<file path="src/rtl/redlight_sequencer.sv">
// rtl/redlight_sequencer.sv - autonomous press/release timer for the traffic-light receiver
// Keeps a cycle-exact shadow of the receiver light and shortens GREEN for pending pedestrians.
module redlight_sequencer #(
    parameter int GREEN_CYCLES  = 16,
    parameter int YELLOW_CYCLES = 4,
    parameter int RED_CYCLES    = 12,
    parameter int PED_GREEN     = 4,
    parameter int PULSE_LEN     = 2,
    parameter int CNT_W         = 16
) (
    input  logic       clk,
    input  logic       rst,
    input  logic       enable_i,
    input  logic       ped_req_i,
    output logic       red_toggle_o,
    output logic [1:0] shadow_light_o,
    output logic       busy_o,
    output logic       ped_ack_o
);

    localparam logic [1:0] LIGHT_GREEN  = 2'b01;
    localparam logic [1:0] LIGHT_YELLOW = 2'b11;
    localparam logic [1:0] LIGHT_RED    = 2'b10;

    localparam logic [CNT_W-1:0] GREEN_LOAD  = CNT_W'(GREEN_CYCLES - 1);
    localparam logic [CNT_W-1:0] YELLOW_LOAD = CNT_W'(YELLOW_CYCLES - 1);
    localparam logic [CNT_W-1:0] RED_LOAD    = CNT_W'(RED_CYCLES - 1);
    localparam logic [CNT_W-1:0] PED_LOAD    = CNT_W'(PED_GREEN - 1);
    localparam logic [CNT_W-1:0] PULSE_LOAD  = CNT_W'(PULSE_LEN - 1);

    typedef enum logic [1:0] {
        ST_TIMING  = 2'd0,
        ST_PRESS   = 2'd1,
        ST_RELEASE = 2'd2
    } state_t;

    state_t           state_q, state_d;
    logic [CNT_W-1:0] cnt_q, cnt_d;
    logic [CNT_W-1:0] pcnt_q, pcnt_d;
    logic [1:0]       shadow_q, shadow_d;
    logic             pending_q, pending_d;
    logic             ack_q, ack_d;
    logic             red_q, red_d;
    logic             busy_q, busy_d;
    logic             ped_any;

    assign ped_any = ped_req_i | pending_q;

    always_comb begin
        state_d   = state_q;
        cnt_d     = cnt_q;
        pcnt_d    = pcnt_q;
        shadow_d  = shadow_q;
        pending_d = pending_q;
        ack_d     = 1'b0;

        if (ped_req_i && shadow_q != LIGHT_RED) begin
            pending_d = 1'b1;
        end

        unique case (state_q)
            ST_TIMING: begin
                // Pedestrian shortening only ever lowers cnt, and works while frozen.
                if (ped_any && shadow_q == LIGHT_GREEN && cnt_q > PED_LOAD) begin
                    cnt_d = PED_LOAD;
                end else if (enable_i) begin
                    if (cnt_q == '0) begin
                        state_d = ST_PRESS;
                        pcnt_d  = PULSE_LOAD;
                    end else begin
                        cnt_d = cnt_q - CNT_W'(1);
                    end
                end
            end
            ST_PRESS: begin
                if (pcnt_q == '0) begin
                    state_d = ST_RELEASE;
                end else begin
                    pcnt_d = pcnt_q - CNT_W'(1);
                end
            end
            ST_RELEASE: begin
                // The receiver advances on this same edge.
                state_d = ST_TIMING;
                unique case (shadow_q)
                    LIGHT_GREEN: begin
                        shadow_d = LIGHT_YELLOW;
                        cnt_d    = YELLOW_LOAD;
                    end
                    LIGHT_YELLOW: begin
                        shadow_d = LIGHT_RED;
                        cnt_d    = RED_LOAD;
                        if (ped_any) begin
                            ack_d     = 1'b1;
                            pending_d = 1'b0;
                        end
                    end
                    default: begin
                        shadow_d = LIGHT_GREEN;
                        cnt_d    = GREEN_LOAD;
                    end
                endcase
            end
            default: begin
                state_d = ST_TIMING;
            end
        endcase

        red_d  = (state_d == ST_PRESS);
        busy_d = (state_d != ST_TIMING);
    end

    always_ff @(posedge clk) begin
        if (rst) begin
            state_q   <= ST_TIMING;
            cnt_q     <= GREEN_LOAD;
            pcnt_q    <= '0;
            shadow_q  <= LIGHT_GREEN;
            pending_q <= 1'b0;
            ack_q     <= 1'b0;
            red_q     <= 1'b0;
            busy_q    <= 1'b0;
        end else begin
            state_q   <= state_d;
            cnt_q     <= cnt_d;
            pcnt_q    <= pcnt_d;
            shadow_q  <= shadow_d;
            pending_q <= pending_d;
            ack_q     <= ack_d;
            red_q     <= red_d;
            busy_q    <= busy_d;
        end
    end

    assign red_toggle_o   = red_q;
    assign shadow_light_o = shadow_q;
    assign busy_o         = busy_q;
    assign ped_ack_o      = ack_q;

endmodule

</file>
<file path="config.mk">
export PLATFORM = sky130hd
export DESIGN_NAME = redlight_sequencer
export DESIGN_NICKNAME = d
export VERILOG_FILES = /design/src/rtl/redlight_sequencer.sv
export SDC_FILE = /design/constraint.sdc
export NUM_CORES = 1
export LEC_CHECK = 0
export BUFFER_PORTS_ARGS = -buffer_cell sky130_fd_sc_hd__clkbuf_2
export CAP_MARGIN = 15
export CORE_ASPECT_RATIO = 0.9
export CORE_UTILIZATION = 35
export DETAILED_ROUTE_END_ITERATION = 10
export MAX_ROUTING_LAYER = met4
export PLACE_DENSITY = 0.5
export SYNTH_ARGS = -nofsm -noshare
export SYNTH_HDL_FRONTEND = slang
export SYNTH_SLANG_ARGS = --single-unit
</file>
<file path="constraint.sdc">
create_clock -name clk -period 2.2 [get_ports clk]
set_input_delay 0.44 -clock clk [delete_from_list [all_inputs] [get_ports clk]]
set_output_delay 0.44 -clock clk [all_outputs]
set_load 0.005 [all_outputs]
</file>
Yosys cells after proc, flatten, opt, wreduce, memory -nomap -nowiden
Index checks and enable logic that the tools add are counted.

Add/sub/neg operators: 2. Order comparisons: 1. Equality and inequality tests: 12. Muxes and demuxes: 21. Bitwise operators: 3. Reduce and logical (&&, ||, !) cells: 12.

Operators with widths (number): $mux W16 (7); $pmux W16 S2 (2); $logic_not A16 Y1 (2); $sub A16 B1 Y16 const B (2); $gt A16 B2 Y1 const B (1); $ne A2 B2 Y1 const B (5); $mux W2 (4); $pmux W2 S2 (2); $pmux W4 S2 (1); $eq A2 B1 Y1 const B (3); $ne A3 B3 Y1 const B (2); $reduce_bool A2 Y1 (3); $mux W1 (5); $reduce_and A5 Y1 (1); $eq A2 B2 Y1 const B (2); $logic_and A1 B1 Y1 (3); $reduce_and A3 Y1 (1); $reduce_or A3 Y1 (1); $logic_not A2 Y1 (1); $not A1 Y1 (2); $or A1 B1 Y1 (1).

Flip-flop bits (word level): 40. Input bits: 4. Output and inout bits: 5. Word-level logic and storage cells: 59.

Longest topological paths before layout
Gate-level depths: netlist (run 1).

Word-level depth: 6. Mapped depth: 9. Mapped depth without buffers: 7.

Least setup slack after synthesis (run 1)
Ideal clock, no wire load.

Kind: register -> register. Start point: register cnt_q[0]. End point: register cnt_q[12]. Library setup time: 0.125 ns. Data arrival time: 2.036 ns. Setup slack: 0.039 ns. Stages on the path, launching flop included: 8. Buffers on the path: 0. Clock period less this slack: 2.161 ns. Cell sequence: dfxtp_1 inv_1 ha_1 or3b_2 or2_4 or4_1 o211ai_2 o31ai_1.

Cells in the longest elaborated chain, start to end: 5. Elaborated cells between the ends (all ways): 11.

RTL lines: start: declaration (line 38) `logic [CNT_W-1:0] cnt_q, cnt_d;`; start signal: assignment (line 125) `cnt_q <= cnt_d;`; $sub A16 B1 Y16 (line 71) `cnt_d = cnt_q - CNT_W'(1);`; $mux W16 (line 67) `if (cnt_q == '0) begin`; $mux W16 (line 66) `end else if (enable_i) begin`; $mux W16 (line 64) `if (ped_any && shadow_q == LIGHT_GREEN && cnt_q > PED_LOAD) begin`; $pmux W16 S2 (line 61) `unique case (state_q)`.

Several ways; a longest one is shown, not always the timed one. The select of a mux whose other input is x is not followed. A chain may end at the register's enable or synchronous reset.

Final worst setup path (run 1)
Start point: register cnt_q[7]. End point: register pcnt_q[14].

Cells in the longest elaborated chain, start to end: 4. Elaborated cells between the ends (all ways): 6.

RTL lines: $gt A16 B2 Y1 (line 64); $logic_and A1 B1 Y1 (line 64); $ne A2 B2 Y1 (no source line); $reduce_and A5 Y1 (no source line) (*); end signal: assignment (line 126) `pcnt_q <= pcnt_d;`; end: declaration (line 39) `logic [CNT_W-1:0] pcnt_q, pcnt_d;`.

Mark *: on every way between the ends. The rest lies on a longest branch, timed or not.

==> key figures, run 1 <==
Status
  – Outcome: completed

Power and ir drop
  – PwrDens: 513.9 mW/mm^2
  – Clk pwr share: 0.419
  – Maximum vdd drop: 0.0003236 V
  – Overall power: 1459 uW
  – Int Pwr: 1112 uW
  – Sequential Power Share: 0.507
  – Psw: roughly 350 uW
  – Logic pwr share: 0.074
  – Switch share: 0.2377
  – Lkg Pwr: approximately 0.0011 uW

Global routing
  – Initial antenna violation count: 0
  – Maximum number of pins on one net before global-route repair: 23
  – GRT Total Usage: 0.1817
  – Vias in the first global route: around 2000
  – First-pass GRT wire length: 9.584 mm
  – Total gr overflow: 0

CTS
  – CTS buffer count: 5
  – H-tree levels: 2
  – Clock transition at the registers of the reported paths: 0.09 ns
  – Clock buffer depth: 2
  – CTS Hold Bufs: 0
  – CTS tree: yes
  – Root buffer cell: clkbuf_8
  – CTS Sinks: 40
  – Clock latency on the worst-skew pair: 0.29 ns

Die
  – Die height: 78.90 um
  – Core ar.: approximately 0.0062 sq mm
  – FP Rows: 27
  – Die W: a little under 90 um
  – Initial Util: 0.3700
  – Die ar.: roughly 0.0069 sq mm
  – Number of I/O pins: 9

Yosys
  – Number of flops mapped to enable cells by yosys: 0
  – Synth Flop Type: dfxtp_1
  – Largest family of logic cells by synthesized area: simple AND/OR/NAND/NOR gates
  – Share of the synthesized area in the top cell type: 0.3482
  – Mean Syn Cell Area: between 8 and 9 sq um
  – Post-synthesis mux area share: 0.05223
  – Post-synth top cells: 40 x dfxtp_1, 25 x nand2_1, 17 x a21oi_1, 16 x nand2b_1
  – Synth area leader: dfxtp_1
  – Syn Nets: roughly 270
  – Yosys reg bits: 40
  – Register area share after synthesis: 0.3482
  – Synth Instances: roughly 270
  – Adder-cell share of the synthesized area: 0.01088
  – Compound-Gate Fraction of Synth Area: 0.2280
  – Synth top area cells: dfxtp_1 35%, mux2i_1 5.2%, nand2b_1 4.4%
  – Most instantiated library cell after synthesis: dfxtp_1
  – Ys Warns: 0
  – Syn Std Cell Area: about 0.0023 sq mm
  – Xor/xnor cell area share of the yosys netlist: 0
  – Simple-gate share of the synthesized area: 0.3069
  – Yosys cell types: 59
  – Asr flop ratio synth: 0

STA
  – Fmax: ~470 MHz
  – Setup TNS: 0 ns
  – Worst Tran Pin Value: 0.6134 ns
  – Final worst slack: just over 0.08 ns
  – Max-slew violations: 0
  – Final setup vio count: 0
  – Final period utilization: 0.9625
  – Final hold violations: 0
  – RSZ-0062 raised after global routing: true
  – Max-slew headroom: 0.5873
  – Setup Skew: just over 0.009 ns
  – Minimum clock period: roughly 2.1 ns

Setup path
  – CP arrival: about 2.3 ns
  – Worst-path maximum fanout: 7
  – CP max-delay cell: or4_4
  – CP delay by family, top: simple AND/OR/NAND/NOR gates
  – WP data required: between 2 and 2.5 ns
  – Startpoint Class: flop
  – Reg2reg start: cnt_q[7]
  – Critical path buffers and inverters: 1
  – Critical Path Source: cnt_q[7]
  – Worst path cell trace: or4_4 > nor2_4 > nand2_1 > buf_4 > a2111oi_1 > mux2i_1
  – Worst path max stage delay: between 0.6 and 0.7 ns
  – Critical Path Sink Type: flop
  – Setup CP Type: flop to flop
  – R2r setup slk: 0.08 ns

Run
  – Max-cap violations: 0

Detailed routing
  – ANT nets after route: 0
  – DR pass1 iterations: 4
  – WL met1: around 3.0 mm
  – Routed WL: between 5 and 6 mm
  – Top sig layer: met4
  – Met3 WL post-DR: ~160 um
  – DRC viols: 0
  – Detailed Route Iter0 Violations: 92
  – Routed WL per cell: approximately 14 um
  – Vias: roughly 2100
  – Via density: roughly 5.4
  – DR WL met2: ~2.4 mm

Final layout
  – # diodes: 0
  – Final net count: ~300
  – Fin util: 0.4567
  – Layout fillers: 653
  – Layout cells sized above 1: 0.2862
  – Final std cells w/o fill: between 300 and 400
  – P&R area growth vs syn: 23.45%

Worst hold path
  – Hold Startpoint: rst
  – Worst hold path type: input port to flop

Placement
  – Post-placement cell count: around 380
  – HPWL Detailed: between 3 and 4 mm
  – GPL Wtd Cong: 0.8630
  – Port Buffer Count: 8
  – Post-Place Worst Slack: approximately 0.0044 ns
-- what timing repair did --
item / CTS / global route
buffers inserted: 1 / 1
pin swaps: 1 / 2
gates resized for setup: 6 / 12
setup endpoints to repair: 3 / 22
endpoints found under the hold margin: 0 / 0
-- per-stage QoR --
stage	hold WS [ns]	instance area, sq um
finish	0.3985	2839
global route	0.4168	2839
CTS	0.3955	2774
detailed placement	0.4601	2634
global placement	0.4537	2634
floorplan	0.4423	2300
-- registers in the layout, indices dropped and copies added, names as in the netlist --
| signal | flops |
|---|---|
| pcnt_q | 16 |
| ped_ack_o | 1 |
| red_toggle_o | 1 |
| state_q | 2 |
| busy_o | 1 |
| shadow_light_o | 2 |
| cnt_q | 16 |
| pending_q | 1 |
-- placed cells by master, fill, tap and decap left out, types with 2 or more instances in the layout --
| master | count |
|---|---|
| nand3_1 | 10 |
| a211oi_1 | 4 |
| dfxtp_1 | 38 |
| buf_4 | 34 |
| a2111oi_2 | 4 |
| o21ai_0 | 7 |
| o2111ai_1 | 2 |
| nand4_1 | 2 |
| a21o_1 | 2 |
| a21oi_2 | 2 |
| nor4_2 | 2 |
| o31ai_1 | 5 |
| or3_1 | 6 |
| or4_1 | 6 |
| dfxtp_2 | 2 |
| and3_1 | 3 |
| a2111o_1 | 3 |
| nor2b_1 | 2 |
| inv_1 | 9 |
| o21ai_1 | 4 |
| a21oi_1 | 16 |
| inv_2 | 2 |
| nand2_1 | 25 |
| nor3_1 | 12 |
| nor2_1 | 12 |
| a2111oi_4 | 2 |
| o21ai_2 | 2 |
| nor4_1 | 6 |
| or4_4 | 3 |
| mux2i_1 | 12 |
| clkbuf_2 | 8 |
| a2111oi_1 | 2 |
| nand2b_1 | 16 |
| clkbuf_8 | 5 |
-- worst reg2reg max path: stages, from the launching register on --
cell and delay (ns):
dfxtp_1 0.33, or4_4 0.63, nor2_4 0.14, nand2_1 0.07
buf_4 0.17, a2111oi_1 0.48, mux2i_1 0.22
-- worst paths after layout --
path                                   end  cells past startpoint
worst max-delay path            pcnt_q[14]                      6
worst min-delay path              cnt_q[2]                      2
worst max register to register  pcnt_q[14]                      6
worst min register to register  pcnt_q[15]                      2
-- power by group through the flow --
stage          Clock, uW  Sequential (uW)  Combinational (uW)
2_1_floorplan          0              753                65.0
3_3_place_gp           0              755                 102
3_5_place_dp           0              755                 102
4_1_cts              632              739                 104
5_1_grt              658              741                 120
6_report             612              740                 108
-- final cells by class --
type                    instances  area (sq um)  share of cell area
inverters                      11         41.29             0.01454
repair buffers                 44         326.6              0.1150
clock buffers                   5         68.82             0.02424
clock inverters                 3         42.54             0.01498
well taps                      87         108.9             0.03834
flip-flops and latches         40         803.3              0.2829
multi-input cells             201          1448              0.5099
-- metal layers --
metal,vias to the layer above,global-route usage
met4,0,0.05410
li1,1076,-
met2,25,0.2680
met3,2,0.03119
met1,1008,0.2534
met5,-,-
-- cells by family after synthesis --
| group | after synthesis |
|---|---|
| flip-flops | 40 |
| buffers and inverters | 24 |
| AO/OA/AOI/OAI | 67 |
| multiplexers | 12 |
| AND/OR/NAND/NOR | 120 |
| adder cells (fa/ha/maj) | 2 |
(Power assumes the default switching activity.)
==> inputs of run 2 (changes only) <==
CELL_PAD_IN_SITES_DETAIL_PLACEMENT = 1   (was unset)
CELL_PAD_IN_SITES_GLOBAL_PLACEMENT = 2   (was unset)
CORE_UTILIZATION = 34   (was 35)
PLACE_DENSITY = 0.72   (was 0.5)
==> run 2 against run 1 <==
  * Power grew 0.86%
  * Via count grew 1.1%
  * Clock skew shrank 0.0057 ns
  * Non-clock buffer count grew 2
  * Hold slack gained 0.031 ns
  * Combinational power is essentially flat
  * Sequential share of layout area shrank 0.49 points
  * Sequential cell count is the same
  * Sequential power is essentially flat
  * First-iteration DRC count shrank 30%
  * Final area grew 1.6%
  * Cell count grew 1.3%
==> key figures, run 2 (same netlist as run 1, synthesis figures left out) <==
Status
  – Outcome: completed (unchanged)

STA
  – Final period utilization: 0.9715 (was 0.9625)
  – Final worst slack: 0.06268 ns (was 0.08260 ns)
  – Max-slew headroom: 0.5984 (was 0.5873)
  – Final hold violations: 0 (unchanged)
  – RSZ-0062 raised after global routing: true (unchanged)
  – Worst Tran Pin Value: 0.6023 ns (was 0.6134 ns)
  – Setup Skew: 0.003618 ns (was 0.009284 ns)
  – Minimum clock period: 2.137 ns (was 2.117 ns)
  – Max-slew violations: 0 (unchanged)
  – Fmax: 467.9 MHz (was 472.3 MHz)
  – Final setup vio count: 0 (unchanged)
  – Setup TNS: 0 ns (unchanged)

Placement
  – HPWL Detailed: 4.630 mm (was 3.960 mm)
  – GPL Wtd Cong: 0.7818 (was 0.8630)
  – Post-Place Worst Slack: -0.06268 ns (was 0.004391 ns)
  – Port Buffer Count: 8 (unchanged)

Setup path
  – WP data required: 2.44 ns (was 2.42 ns)
  – Critical Path Sink Type: flop (unchanged)
  – Worst-path maximum fanout: 8 (was 7)
  – Setup CP Type: flop to flop (unchanged)
  – Startpoint Class: flop (unchanged)
  – R2r setup slk: 0.06 ns (was 0.08 ns)
  – Reg2reg start: cnt_q[0] (was cnt_q[7])
  – CP arrival: 2.38 ns (was 2.34 ns)
  – R2R cell count: 9 (was 6)
  – Reg-to-Reg End: cnt_q[13] (was pcnt_q[14])

CTS
  – H-tree levels: 2 (unchanged)
  – Root buffer cell: clkbuf_8 (unchanged)
  – CTS Sinks: 40 (unchanged)
  – Clock transition at the registers of the reported paths: 0.08 ns (was 0.09 ns)
  – Clock latency on the worst-skew pair: 0.29 ns (about the same)
  – Clock buffer depth: 2 (unchanged)
  – CTS buffer count: 5 (unchanged)
  – CTS Hold Bufs: 0 (unchanged)
  – CTS tree: yes (unchanged)

Worst hold path
  – Min-Delay Endpoint: cnt_q[2] (unchanged)
  – Hold Startpoint: rst (unchanged)
  – Hold path depth: 2 (unchanged)
  – Worst hold path type: input port to flop (unchanged)

Detailed routing
  – ANT nets after route: 0 (unchanged)
  – Via density: 5.391 (was 5.399)
  – Detailed Route Iter0 Violations: 64 (was 92)
  – Routed WL per cell: 15.88 um (was 14.14 um)
  – Vias: 2135 (was 2111)
  – Routed WL: 6.290 mm (was 5.528 mm)
  – DR pass1 iterations: 4 (unchanged)
  – DRC viols: 0 (unchanged)

Die
  – Number of I/O pins: 9 (unchanged)
  – Core ar.: 0.006551 sq mm (was 0.006216 sq mm)
  – FP Rows: 28 (was 27)
  – Initial Util: 0.3510 (was 0.3700)
  – Die W: 88.69 um (was 87.45 um)
  – Die height: 80.02 um (was 78.90 um)
  – Die ar.: 0.007097 sq mm (was 0.006899 sq mm)

Run
  – Max-cap violations: 0 (unchanged)

Final layout
  – Largest regs: cnt_q: 16 flops, pcnt_q: 16 flops (unchanged)
  – Layout cells sized above 1: 0.3007 (was 0.2862)
  – # diodes: 0 (unchanged)
  – P&R area growth vs syn: 25.41% (was 23.45%)
  – Most common cell after layout, fill and taps aside: dfxtp_1 (unchanged)
  – Layout fillers: 783 (was 653)
  – Final net count: 311 (was 309)
  – Fin util: 0.4402 (was 0.4567)
  – Multi-input logic area: 0.001468 sq mm (was 0.001448 sq mm)
  – Seq. cell area: 802.0 sq um (was 803.3 sq um)
  – Commonest non-fill, non-tap cells in the layout: 39 x dfxtp_1, 34 x buf_4, 25 x nand2_1 (was 38 x dfxtp_1, 34 x buf_4, 25 x nand2_1)

Power and ir drop
  – Maximum vdd drop: 0.0002247 V (was 0.0003236 V)
  – Lkg Pwr: 0.001130 uW (was 0.001107 uW)
  – PwrDens: 510.3 mW/mm^2 (was 513.9 mW/mm^2)

Global routing
  – Total gr overflow: 0 (unchanged)
  – First-pass GRT wire length: 10.44 mm (was 9.584 mm)
  – Maximum number of pins on one net before global-route repair: 23 (unchanged)
  – GRT Total Usage: 0.1963 (was 0.1817)
  – Initial antenna violation count: 0 (unchanged)
  – Vias in the first global route: 2110 (was 1998)
## run 2: power by group
part,total (uW),internal [uW],switching [uW]
Combinational,108,42.3,65.9
Sequential,741,731,10.1
Clock,622,336,286
## run 2: metrics by stage
stage / area [sq um] / instances / hold WS, ns / total power, uW
2_1_floorplan: 2300 / 265 / 0.4423 / 818.5
3_3_place_gp: 2638 / 384 / 0.4561 / 859.5
3_5_place_dp: 2638 / 384 / 0.4743 / 861.2
4_1_cts: 2774 / 392 / 0.4143 / 1486
5_1_grt: 2884 / 396 / 0.4328 / 1535
6_report: 2884 / 396 / 0.4292 / 1472
## run 2: layout make-up
class	count	share of cell area
clock buffer	5	0.02386
clock inverter	3	0.01475
inverter	11	0.01432
multi-input combinational	201	0.5089
sequential	40	0.2781
tap	90	0.03905
timing repair buffer	46	0.1210
## run 2: worst max path at each step
stage	start	to	slack [ns]	cells past startpoint
6_report	cnt_q[0]	cnt_q[13]	0.06	9
5_1_grt	cnt_q[1]	cnt_q[13]	-0.04	9
4_1_cts	cnt_q[7]	cnt_q[13]	-0.01	7
3_5_place_dp	cnt_q[0]	pcnt_q[14]	-0.06	8
3_3_place_gp	cnt_q[0]	pcnt_q[14]	0.008	8
2_1_floorplan	cnt_q[0]	cnt_q[12]	0.04	7
## run 2: what timing repair did
| action | in CTS | in global routing |
|---|---|---|
| endpoints found under the setup margin | 8 | 15 |
| buffers inserted | 0 | 4 |
| pin swaps | 0 | 5 |
| gates resized for setup | 7 | 17 |
## run 2: per-layer routing
layer / vias up / global-route usage / routed length [um] / part of all wire
met1: 1034 / 0.2660 / 3175 / 0.50
met2: 21 / 0.3046 / 2926 / 0.47
met5: - / - / 0 / 0
met4: 0 / 0.03871 / 41 / 0.0065
li1: 1076 / - / - / -
met3: 4 / 0.03723 / 146 / 0.023
## run 2: worst max-delay path, cell delays in order (launching register included)
cell,delay [ns]
dfxtp_2,0.33
inv_2,0.07
ha_4,0.13
buf_6,0.09
or4b_4,0.47
o41ai_4,0.42
buf_6,0.20
nor4_4,0.06
a211oi_1,0.19
nand2b_1,0.13
==> inputs of run 3 (changes only) <==
BUFFER_PORTS_ARGS = unset   (was -buffer_cell sky130_fd_sc_hd__clkbuf_2)
CORE_UTILIZATION = 35   (was 34)
DONT_BUFFER_PORTS = 1   (was unset)
==> run 3 against run 2 <==
  * Die area shrank 2.8%
  * Highest routed layer unchanged
  * Power down 9.4%
  * Clock-buffer cell count is the same
  * Sequential cell count is the same
  * Critical path depth decreased by 2
  * Largest power group unchanged
  * Hold slack worse by 0.22 ns
  * Utilization increased by 0.10 points
  * Register-to-register slack hardly changed
  * Combinational power decreased by 14%
  * Final area fell by 4.9%
  * Clock power shrank 19%
==> key figures, run 3 (same netlist as run 1, synthesis figures left out) <==
Final layout
  – Most common cell after layout, fill and taps aside: dfxtp_1 (unchanged)
  – Post-route cell area: 0.002743 sq mm (was 0.002884 sq mm)
  – Final std cells w/o fill: 381 (was 396)
  – Final net count: 299 (was 311)
  – Layout cells sized above 1: 0.2551 (was 0.3007)
  – P&R area growth vs syn: 19.26% (was 25.41%)
  – Commonest non-fill, non-tap cells in the layout: 39 x dfxtp_1, 31 x buf_4, 25 x nand2_1 (was 39 x dfxtp_1, 34 x buf_4, 25 x nand2_1)
  – Largest regs: cnt_q: 16 flops, pcnt_q: 16 flops (unchanged)
  – # diodes: 0 (unchanged)

STA
  – Max-slew violations: 0 (unchanged)
  – Worst Tran Pin Value: 0.6325 ns (was 0.6023 ns)
  – Minimum clock period: 2.133 ns (was 2.137 ns)
  – Worst hold margin: 0.2051 ns (was 0.4292 ns)
  – Final setup vio count: 0 (unchanged)
  – RSZ-0062 raised after global routing: true (unchanged)
  – Setup Skew: 0.002757 ns (was 0.003618 ns)
  – Final period utilization: 0.9695 (was 0.9715)
  – Final hold violations: 0 (unchanged)
  – Fmax: 468.9 MHz (was 467.9 MHz)
  – Max-slew headroom: 0.5758 (was 0.5984)
  – Setup TNS: 0 ns (unchanged)

Die
  – Die W: 87.45 um (was 88.69 um)
  – Core ar.: 0.006216 sq mm (was 0.006551 sq mm)
  – Initial Util: 0.3700 (was 0.3510)
  – FP Rows: 27 (was 28)
  – Number of I/O pins: 9 (unchanged)
  – Die height: 78.90 um (was 80.02 um)
  – Die ar.: 0.006899 sq mm (was 0.007097 sq mm)

Setup path
  – Critical Path Sink Type: flop (unchanged)
  – CP arrival: 2.32 ns (was 2.38 ns)
  – Worst-path maximum fanout: 6 (was 8)
  – Startpoint Class: flop (unchanged)
  – CP max-delay cell: or4_1 (was or4b_4)
  – Worst path cell trace: inv_1 > ha_1 > or3b_4 > or2_4 > or4_1 > o211ai_2 > o31ai_1 (was inv_2 > ha_4 > buf_6 > or4b_4 > o41ai_4 > buf_6 > nor4_4 > a211oi_1 > nand2b_1)
  – WP data required: 2.38 ns (was 2.44 ns)
  – Worst path max stage delay: 0.52 ns (was 0.47 ns)
  – Critical path buffers and inverters: 1 (was 3)
  – Setup CP Type: flop to flop (unchanged)
  – CP delay by family, top: simple AND/OR/NAND/NOR gates (unchanged)

Global routing
  – Maximum number of pins on one net before global-route repair: 23 (unchanged)
  – Initial antenna violation count: 0 (unchanged)
  – Met1 Use GR: 0.2596 (was 0.2660)
  – Vias in the first global route: 2120 (was 2110)
  – Met3 usage: 0.05094 (was 0.03723)
  – Total gr overflow: 0 (unchanged)
  – First-pass GRT wire length: 10.23 mm (was 10.44 mm)
  – Met2 Use GR: 0.2953 (was 0.3046)
  – Most used routing layer: met2 (unchanged)
  – GRT Total Usage: 0.1952 (was 0.1963)

Detailed routing
  – DRC viols: 0 (unchanged)
  – Routed WL: 6.045 mm (was 6.290 mm)
  – Routed WL per cell: 15.87 um (was 15.88 um)
  – Vias: 2151 (was 2135)
  – Detailed Route Iter0 Violations: 72 (was 64)
  – Via density: 5.646 (was 5.391)
  – DR pass1 iterations: 4 (unchanged)
  – ANT nets after route: 0 (unchanged)

CTS
  – Clock transition at the registers of the reported paths: 0.08 ns (about the same)
  – Clock latency on the worst-skew pair: 0.29 ns (about the same)
  – CTS Sinks: 40 (unchanged)
  – Root buffer cell: clkbuf_8 (unchanged)
  – CTS Hold Bufs: 0 (unchanged)
  – CTS buffer count: 5 (unchanged)
  – H-tree levels: 2 (unchanged)
  – CTS tree: yes (unchanged)
  – Clock buffer depth: 2 (unchanged)

Placement
  – Port Buffer Count: 0 (was 8)
  – GPL Wtd Cong: 0.7896 (was 0.7818)
  – HPWL Detailed: 4.456 mm (was 4.630 mm)
  – Cell area after placement: 0.002564 sq mm (was 0.002638 sq mm)
  – Post-placement cell count: 369 (was 384)

Power and ir drop
  – Overall power: 1333 uW (was 1472 uW)
  – PwrDens: 486.2 mW/mm^2 (was 510.3 mW/mm^2)
  – Lkg Pwr: 0.001071 uW (was 0.001130 uW)
  – Maximum vdd drop: 0.0001994 V (was 0.0002247 V)

Run
  – Max-cap violations: 0 (unchanged)

Status
  – Outcome: completed (unchanged)

Worst hold path
  – Worst hold path type: input port to flop (unchanged)
## run 3: changes by cell type in the layout (fill, tap and decap cells not counted), moves of 2 or more
cell / change
buf_4: -3
clkbuf_2: -8
inv_1: +2
inv_2: -2
## run 3: timing repair
action | CTS | global route
gates resized for setup | 5 | 9
pin swaps | 0 | 3
buffers inserted | 0 | 4
setup endpoints to repair | 5 | 13
## run 3: final cells by class
class / instances / area (sq um)
clock inverter: 3 / 18.77
multi-input combinational: 201 / 1428
clock buffer: 5 / 68.82
tap: 87 / 108.9
fill: 753 / 3473
timing repair buffer: 34 / 275.3
inverter: 11 / 41.29
sequential: 40 / 802.0
## run 3: final timing paths
path | from | to | slack (ns) | cells past startpoint
worst min register to register | pcnt_q[12] | pcnt_q[12] | 0.49 | 2
worst max register to register | cnt_q[0] | cnt_q[12] | 0.07 | 7
worst max-delay path | cnt_q[0] | cnt_q[12] | 0.07 | 7
worst min-delay path | rst | shadow_light_o[1] | 0.21 | 1
## run 3: layer usage
layer / vias to the layer above / share of wire
met1: 1056 / 0.49
li1: 1056 / -
met4: 0 / 0.0079
met5: - / 0
met3: 4 / 0.037
met2: 35 / 0.47
## run 3: report_power, final
| group | switching, uW | leakage, uW | internal [uW] | total, uW |
|---|---|---|---|---|
| combinational | 57.3 | 0.000700 | 35.4 | 92.7 |
| sequential | 8.92 | 0.000323 | 731 | 740 |
| clock | 279 | 0.0000479 | 222 | 501 |
## run 3: per-stage QoR
stage,utilization,worst slack [ns]
after detailed placement,0.4124,-0.05282
after floorplan,-,0.03906
after global routing,0.4412,-0.01717
final,0.4412,0.06719
after global placement,0.4124,0.02465
after CTS,0.4298,0.02293
